### config.mk
export PLATFORM = sky130hd
export DESIGN_NAME = instr_sequencer_flat
export DESIGN_NICKNAME = d
export VERILOG_FILES = /design/src/rtl/cop_pkg.sv /design/src/rtl/instr_sequencer_if.sv /design/src/rtl/seq_prog_ram.sv /design/src/rtl/instr_sequencer.sv /design/src/flat_wrapper.sv
export SDC_FILE = /design/constraint.sdc
export NUM_CORES = 1
export LEC_CHECK = 0
export ABC_AREA = 0
export BUFFER_PORTS_ARGS = -buffer_cell sky130_fd_sc_hd__buf_2
export CAP_MARGIN = 10
export CORE_ASPECT_RATIO = 1.25
export CORE_UTILIZATION = 45
export DETAILED_ROUTE_END_ITERATION = 10
export GPL_TIMING_DRIVEN = 0
export SETUP_SLACK_MARGIN = 0.05
export SYNTH_ARGS = -nofsm -noshare
export SYNTH_HDL_FRONTEND = slang
export SYNTH_SLANG_ARGS = --single-unit
export TNS_END_PERCENT = 1
### constraint.sdc
create_clock -name clk -period 10.25 [get_ports clk]
set_input_delay 1.025 -clock clk [delete_from_list [all_inputs] [get_ports clk]]
set_output_delay 1.025 -clock clk [all_outputs]
set_load 0.05 [all_outputs]
### src/rtl/cop_pkg.sv
// Shared constants and FSM state type for the instruction sequencer.
// Build option: SEQ_LOOP_EN makes the program repeat until abort or HALT.
package cop_pkg;

  localparam int INSTR_W = 22;
  localparam int OP_MSB = 3;
  localparam int OP_LSB = 0;
  localparam logic [OP_MSB-OP_LSB:0] OP_HALT = '0;

  typedef logic [2:0] state_t;

  localparam state_t S_IDLE  = 3'd0;
  localparam state_t S_FETCH = 3'd1;
  localparam state_t S_ISSUE = 3'd2;
  localparam state_t S_WAIT  = 3'd3;
  localparam state_t S_DONE  = 3'd4;

  function automatic logic is_halt(input logic [INSTR_W-1:0] w);
    return w[OP_MSB:OP_LSB] == OP_HALT;
  endfunction

endpackage

### src/rtl/instr_sequencer_if.sv
// Program-load, control and coprocessor-issue bundle of the sequencer.
// master drives program/control; slave is the sequencer itself.
interface instr_sequencer_if
  import cop_pkg::*;
#(
  parameter int AW = 4
);

  logic               prog_we;
  logic [AW-1:0]      prog_addr;
  logic [INSTR_W-1:0] prog_data;
  logic [AW:0]        prog_len;
  logic               start;
  logic               abort;
  logic               cop_ready;
  logic [INSTR_W-1:0] instr_out;
  logic               instr_valid;
  logic               busy;
  logic               done;
  logic [AW-1:0]      pc;

  modport master (
    output prog_we, prog_addr, prog_data, prog_len,
    output start, abort, cop_ready,
    input  instr_out, instr_valid, busy, done, pc
  );

  modport slave (
    input  prog_we, prog_addr, prog_data, prog_len,
    input  start, abort, cop_ready,
    output instr_out, instr_valid, busy, done, pc
  );

endinterface

### src/rtl/seq_prog_ram.sv
// Program buffer: one write port, one registered read port.
// Contents are deliberately not reset.
module seq_prog_ram
  import cop_pkg::*;
#(
  parameter int DEPTH = 16,
  parameter int AW = 4
) (
  input  logic               clk,
  input  logic               we,
  input  logic [AW-1:0]      waddr,
  input  logic [INSTR_W-1:0] wdata,
  input  logic               re,
  input  logic [AW-1:0]      raddr,
  output logic [INSTR_W-1:0] rdata
);

  logic [INSTR_W-1:0] mem [DEPTH];

  // write port and synchronous read port
  always_ff @(posedge clk) begin
    if (we) mem[waddr] <= wdata;
    if (re) rdata <= mem[raddr];
  end

endmodule

### src/rtl/instr_sequencer.sv
// Fetches words from a program buffer and issues them to a coprocessor.
// Build option: SEQ_LOOP_EN restarts at address 0 after the last word.
module instr_sequencer
  import cop_pkg::*;
#(
  parameter int DEPTH = 16,
  parameter int AW = 4,
  parameter int GAP = 4
) (
  input  logic             clk,
  input  logic             rst,
  instr_sequencer_if.slave bus
);

  localparam logic [AW:0] DEPTH_L = (AW+1)'(DEPTH);
  localparam logic [AW:0] ONE_L = (AW+1)'(1);
  localparam logic [7:0] GAP_L = 8'(GAP);

  state_t             state;
  logic [AW-1:0]      pc;
  logic [AW:0]        len;
  logic [7:0]         cnt;
  logic [INSTR_W-1:0] word;
  logic [INSTR_W-1:0] instr_q;
  logic               valid_q;
  logic               done_q;

  logic               idle_like;
  logic               wr_en;
  logic               rd_en;
  logic               last;
  logic [AW:0]        len_c;

  assign idle_like = (state == S_IDLE) || (state == S_DONE);
  assign wr_en = bus.prog_we && idle_like && !bus.abort;
  assign rd_en = (state == S_FETCH);
  assign len_c = (bus.prog_len > DEPTH_L) ? DEPTH_L : bus.prog_len;
  assign last = ({1'b0, pc} == (len - ONE_L));

  assign bus.instr_out = instr_q;
  assign bus.instr_valid = valid_q;
  assign bus.busy = !idle_like;
  assign bus.done = done_q;
  assign bus.pc = pc;

  seq_prog_ram #(
    .DEPTH(DEPTH),
    .AW   (AW)
  ) u_ram (
    .clk  (clk),
    .we   (wr_en),
    .waddr(bus.prog_addr),
    .wdata(bus.prog_data),
    .re   (rd_en),
    .raddr(pc),
    .rdata(word)
  );

  // sequencing FSM; strobes default low, abort overrides everything
  always_ff @(posedge clk or posedge rst) begin
    if (rst) begin
      state   <= S_IDLE;
      pc      <= '0;
      len     <= '0;
      cnt     <= '0;
      instr_q <= '0;
      valid_q <= 1'b0;
      done_q  <= 1'b0;
    end else begin
      valid_q <= 1'b0;
      done_q  <= 1'b0;
      if (bus.abort) begin
        state <= S_IDLE;
      end else begin
        unique case (1'b1)
          idle_like: begin
            if (bus.start) begin
              len <= len_c;
              pc  <= '0;
              if (len_c == '0) begin
                state  <= S_DONE;
                done_q <= 1'b1;
              end else begin
                state <= S_FETCH;
              end
            end
          end
          (state == S_FETCH): begin
            state <= S_ISSUE;
          end
          (state == S_ISSUE): begin
            if (is_halt(word)) begin
              state  <= S_DONE;
              done_q <= 1'b1;
            end else if (bus.cop_ready) begin
              instr_q <= word;
              valid_q <= 1'b1;
              cnt     <= GAP_L;
              state   <= S_WAIT;
            end
          end
          (state == S_WAIT): begin
            if (cnt == 8'd1) begin
              cnt <= '0;
              if (last) begin
`ifdef SEQ_LOOP_EN
                pc    <= '0;
                state <= S_FETCH;
`else
                state  <= S_DONE;
                done_q <= 1'b1;
`endif
              end else begin
                pc    <= pc + 1'b1;
                state <= S_FETCH;
              end
            end else begin
              cnt <= cnt - 8'd1;
            end
          end
          default: begin
            state <= S_IDLE;
          end
        endcase
      end
    end
  end

endmodule
### src/flat_wrapper.sv
// flat-port wrapper written by rule: the top's interface ports become plain ports
module instr_sequencer_flat import cop_pkg::*;
#(
  parameter int DEPTH = 16,
  parameter int AW = 4,
  parameter int GAP = 4
)
  (clk, rst, bus_prog_we, bus_prog_addr, bus_prog_data, bus_prog_len, bus_start, bus_abort, bus_cop_ready, bus_instr_out, bus_instr_valid, bus_busy, bus_done, bus_pc);
  instr_sequencer_if #(.AW(AW)) bus_i ();
  input  logic clk;
  input  logic rst;
  input wire logic [$bits(bus_i.prog_we)-1:0] bus_prog_we;
  input wire logic [$bits(bus_i.prog_addr)-1:0] bus_prog_addr;
  input wire logic [$bits(bus_i.prog_data)-1:0] bus_prog_data;
  input wire logic [$bits(bus_i.prog_len)-1:0] bus_prog_len;
  input wire logic [$bits(bus_i.start)-1:0] bus_start;
  input wire logic [$bits(bus_i.abort)-1:0] bus_abort;
  input wire logic [$bits(bus_i.cop_ready)-1:0] bus_cop_ready;
  output wire logic [$bits(bus_i.instr_out)-1:0] bus_instr_out;
  output wire logic [$bits(bus_i.instr_valid)-1:0] bus_instr_valid;
  output wire logic [$bits(bus_i.busy)-1:0] bus_busy;
  output wire logic [$bits(bus_i.done)-1:0] bus_done;
  output wire logic [$bits(bus_i.pc)-1:0] bus_pc;
  assign bus_i.prog_we = bus_prog_we;
  assign bus_i.prog_addr = bus_prog_addr;
  assign bus_i.prog_data = bus_prog_data;
  assign bus_i.prog_len = bus_prog_len;
  assign bus_i.start = bus_start;
  assign bus_i.abort = bus_abort;
  assign bus_i.cop_ready = bus_cop_ready;
  assign bus_instr_out = bus_i.instr_out;
  assign bus_instr_valid = bus_i.instr_valid;
  assign bus_busy = bus_i.busy;
  assign bus_done = bus_i.done;
  assign bus_pc = bus_i.pc;
  instr_sequencer #(.DEPTH(DEPTH), .AW(AW), .GAP(GAP)) u_core (.clk(clk), .rst(rst), .bus(bus_i));
endmodule
==> key figures <==
Floorplan
  – IO Count: 66
  – Die ar.: 37490 µm²
  – Row count: 78
  – Die Y: 216.2 µm
  – CORE AREA: 36210 µm²
  – DIE WIDTH: 173.4 µm
  – Initial Util: 0.4564

Yosys
  – Mapped Nets: 784
  – Number of flops mapped to enable cells by yosys: 374
  – Post-synth top flop: edfxtp_1
  – Yosys synthesis warning count: 0
  – Async SR Flop Fraction: 0.1053
  – Synth unique cells: 48
  – Seq/Total Area, Yosys: 0.7463
  – Cells after Synth: 743
  – Post-synth design cell area: 16520 µm²
  – Synth Register Bits: 418
  – Avg Inst Size Synth: 22.24 µm²

Clocking
  – CTS tree: built
  – Max Buffers Root-to-Sink: 3
  – Clk slew on worst S/H paths: 70 ps
  – Clock root cell: clkbuf_16
  – Insertion delay to the later sink of the worst-skew pair: 540 ps
  – CTS Buf Count: 41
  – Gates resized, CTS repair: 0
  – CTS Hold Buffers Added: 0
  – Post-CTS setup repair buffer count: 0
  – H-Tree Depth: 2
  – Sink Count: 418

Timing
  – RSZ-0062 raised after global routing: no
  – Worst Setup Slack, final: 6293 ps
  – Min Hold Slack: 419.4 ps
  – Rel. slew slack: 0.2584
  – Slew Limit Fails: 0
  – Worst clock skew: 16.22 ps
  – Final min period: 3957 ps
  – Max Freq: 252.7 MHz
  – Slew @ Worst Pin: 1104 ps
  – Final setup TNS: 0 ps
  – Final worst path period share: 0.3861
  – Final setup vio count: 0
  – Final hold viol count: 0

Power
  – PD cells: 227.2 nW/µm²
  – Static leakage power: 6.321 nW
  – VDD IR max: 99.85 µV

Finish
  – Share of cells above drive strength 1: 0.2910
  – Area grow syn2layout: 15.48%
  – Most common cell after layout, fill and taps aside: edfxtp_1
  – Filler cells: 2743
  – Most frequent cells in the layout: 374 x edfxtp_1, 73 x buf_2, 56 x mux4_1, 54 x mux4_2, 44 x dfrtp_1
  – Layout net count: 905
  – Diode count: 0

Routing
  – Iteration-0 DRC count of the detailed router: 749
  – Drt pass-1 iters: 5
  – Antenna viol nets, final: 0
  – Vias: 7909
  – DRC viols: 0
  – Routed wire length: 35.84 mm
  – WL per Instance: 26.03 µm
  – Vias per std cell: 5.744

Global route
  – GRT overflow: 0
  – First-pass GRT wire length: 53.22 mm
  – Initial antenna violation count: 3
  – Largest net degree at the start of global routing: 37
  – Vias in the first global route: 8495
  – Total track usage: 0.1963

Placed design
  – Gpl congestion: 0.7347
  – Port bufs: 65
  – Post-DP HPWL: 21.87 mm
  – DP Worst Slack: 5754 ps

Critical path
  – RR Startpoint: u_core.state[1]
  – R2R Path End: u_core.u_ram.mem[8][1]
  – Critical Path Sink Type: flop
  – CP Launch Type: primary input
  – CP arrival: 4200 ps
  – CP required: 10490 ps
  – R2R setup slack: 6560 ps
  – Setup CP Type: primary input to flop
  – Reg2reg path depth: 8
  – Max Fanout on Critical Path: 10

Flow run
  – Max Cap Viol: 0

Hold path
  – Worst min path class: primary input to asynchronous set/reset pin

Status
  – Outcome: finished, final reports clean
registers in the layout, indices dropped and copies added (netlist names):
signal                  cells
u_core.bus.done             1
u_core.u_ram.rdata         22
u_core.bus.instr_out       22
u_core.len                  5
u_core.bus.instr_valid      1
u_core.state                3
u_core.bus.pc               4
u_core.cnt                  8
u_core.u_ram.mem          352
stage by stage:
step | cells | total power [mW] | util | cell area (µm²)
finish | 1377 | 4.334 | 0.5270 | 19080
floorplan | 743 | 2.677 | - | 16520
detailed placement | 1301 | 2.914 | 0.4909 | 17770
global route | 1377 | 4.486 | 0.5270 | 19080
CTS | 1377 | 4.376 | 0.5270 | 19080
global placement | 1288 | 2.868 | 0.4819 | 17450
synthesized netlist by cell type (2+ instances only):
| cell type | count | share of area |
|---|---|---|
| o21ai_0 | 11 | 0.0033 |
| a31oi_1 | 2 | 0.00076 |
| mux4_2 | 54 | 0.074 |
| nand4_1 | 2 | 0.00076 |
| nor3b_1 | 2 | 0.00091 |
| a21o_1 | 2 | 0.00091 |
| edfxtp_1 | 374 | 0.68 |
| mux2_4 | 19 | 0.017 |
| mux4_1 | 56 | 0.089 |
| buf_2 | 8 | 0.0024 |
| buf_8 | 2 | 0.0018 |
| xnor2_1 | 4 | 0.0021 |
| xor2_1 | 3 | 0.0016 |
| dfrtp_1 | 44 | 0.067 |
| mux2i_1 | 3 | 0.0018 |
| mux2_2 | 5 | 0.0034 |
| buf_6 | 11 | 0.0075 |
| a21oi_1 | 11 | 0.0033 |
| clkbuf_1 | 10 | 0.0023 |
| buf_1 | 4 | 0.00091 |
| o31ai_1 | 3 | 0.0014 |
| nand3b_1 | 3 | 0.0014 |
| nand2_1 | 23 | 0.0052 |
| ha_1 | 4 | 0.0030 |
| inv_1 | 10 | 0.0023 |
| nor2_1 | 24 | 0.0055 |
| nand3_1 | 3 | 0.00091 |
| nor2b_1 | 3 | 0.0011 |
| nor3_1 | 13 | 0.0039 |
| a211oi_1 | 2 | 0.00091 |
| or3_1 | 2 | 0.00076 |
| nor4_2 | 2 | 0.0015 |
| nand2b_1 | 8 | 0.0030 |
| o22ai_1 | 2 | 0.00076 |
report_power, final:
| group | switching (mW) | internal (mW) | leakage, nW | total (mW) |
|---|---|---|---|---|
| combinational | 0.493 | 0.328 | 1.75 | 0.821 |
| sequential | 0.0708 | 1.98 | 3.94 | 2.05 |
| clock | 0.615 | 0.847 | 0.635 | 1.46 |
| total | 1.18 | 3.16 | 6.32 | 4.33 |
area by class of cell:
cell class	instances	area, µm²	area share
plain buffers	35	246.5	0.01292
clock inverters	22	188.9	0.009902
well taps	480	600.6	0.03148
clock buffers	54	1117	0.05856
repair buffers	78	533.0	0.02793
multi-input cells	280	4025	0.2110
flip-flops and latches	418	12330	0.6463
inverters	10	37.54	0.001967
logic make-up after synthesis:
logic type | count (synthesis) | synth area share
DFF | 418 | 0.7463
muxes | 137 | 0.1851
and+or+nand+nor | 93 | 0.02991
buffers and inverters | 45 | 0.01719
AOI/OAI and AO/OA | 39 | 0.01469
xor gates and xnor gates | 7 | 0.003711
adders and majority gates | 4 | 0.003029
critical path, stage by stage:
cell and delay, ps:
buf_2 100, clkbuf_1 240, nor3_1 900, nand2_1 190
nor2_1 130, nand2_1 220, nor3_2 830, buf_4 360
buf_8 180
layer usage:
layer / global-route usage / wire length (µm) / vias to the layer above / share of wire
met3: 0.04000 / 2038 / 65 / 0.057
li1: - / - / 3387 / -
met1: 0.2559 / 14680 / 4180 / 0.41
met2: 0.3319 / 18260 / 273 / 0.51
met5: 0 / 16 / - / 0.00045
met4: 0.06195 / 839 / 4 / 0.023
worst max-delay path by stage:
stage | start | end | slack [ps] | cells past startpoint
final | bus_abort | u_core.u_ram.mem[8][1] | 6290 | 9
after global placement | bus_abort | u_core.u_ram.mem[4][0] | 3630 | 7
after CTS | bus_abort | u_core.u_ram.mem[8][1] | 6310 | 9
after detailed placement | bus_abort | u_core.u_ram.mem[8][0] | 5750 | 9
after floorplan | bus_abort | u_core.u_ram.mem[0][0] | 6290 | 5
after global routing | bus_abort | u_core.u_ram.mem[8][1] | 6200 | 9
No activity file was read; power rests on OpenSTA's default activity.
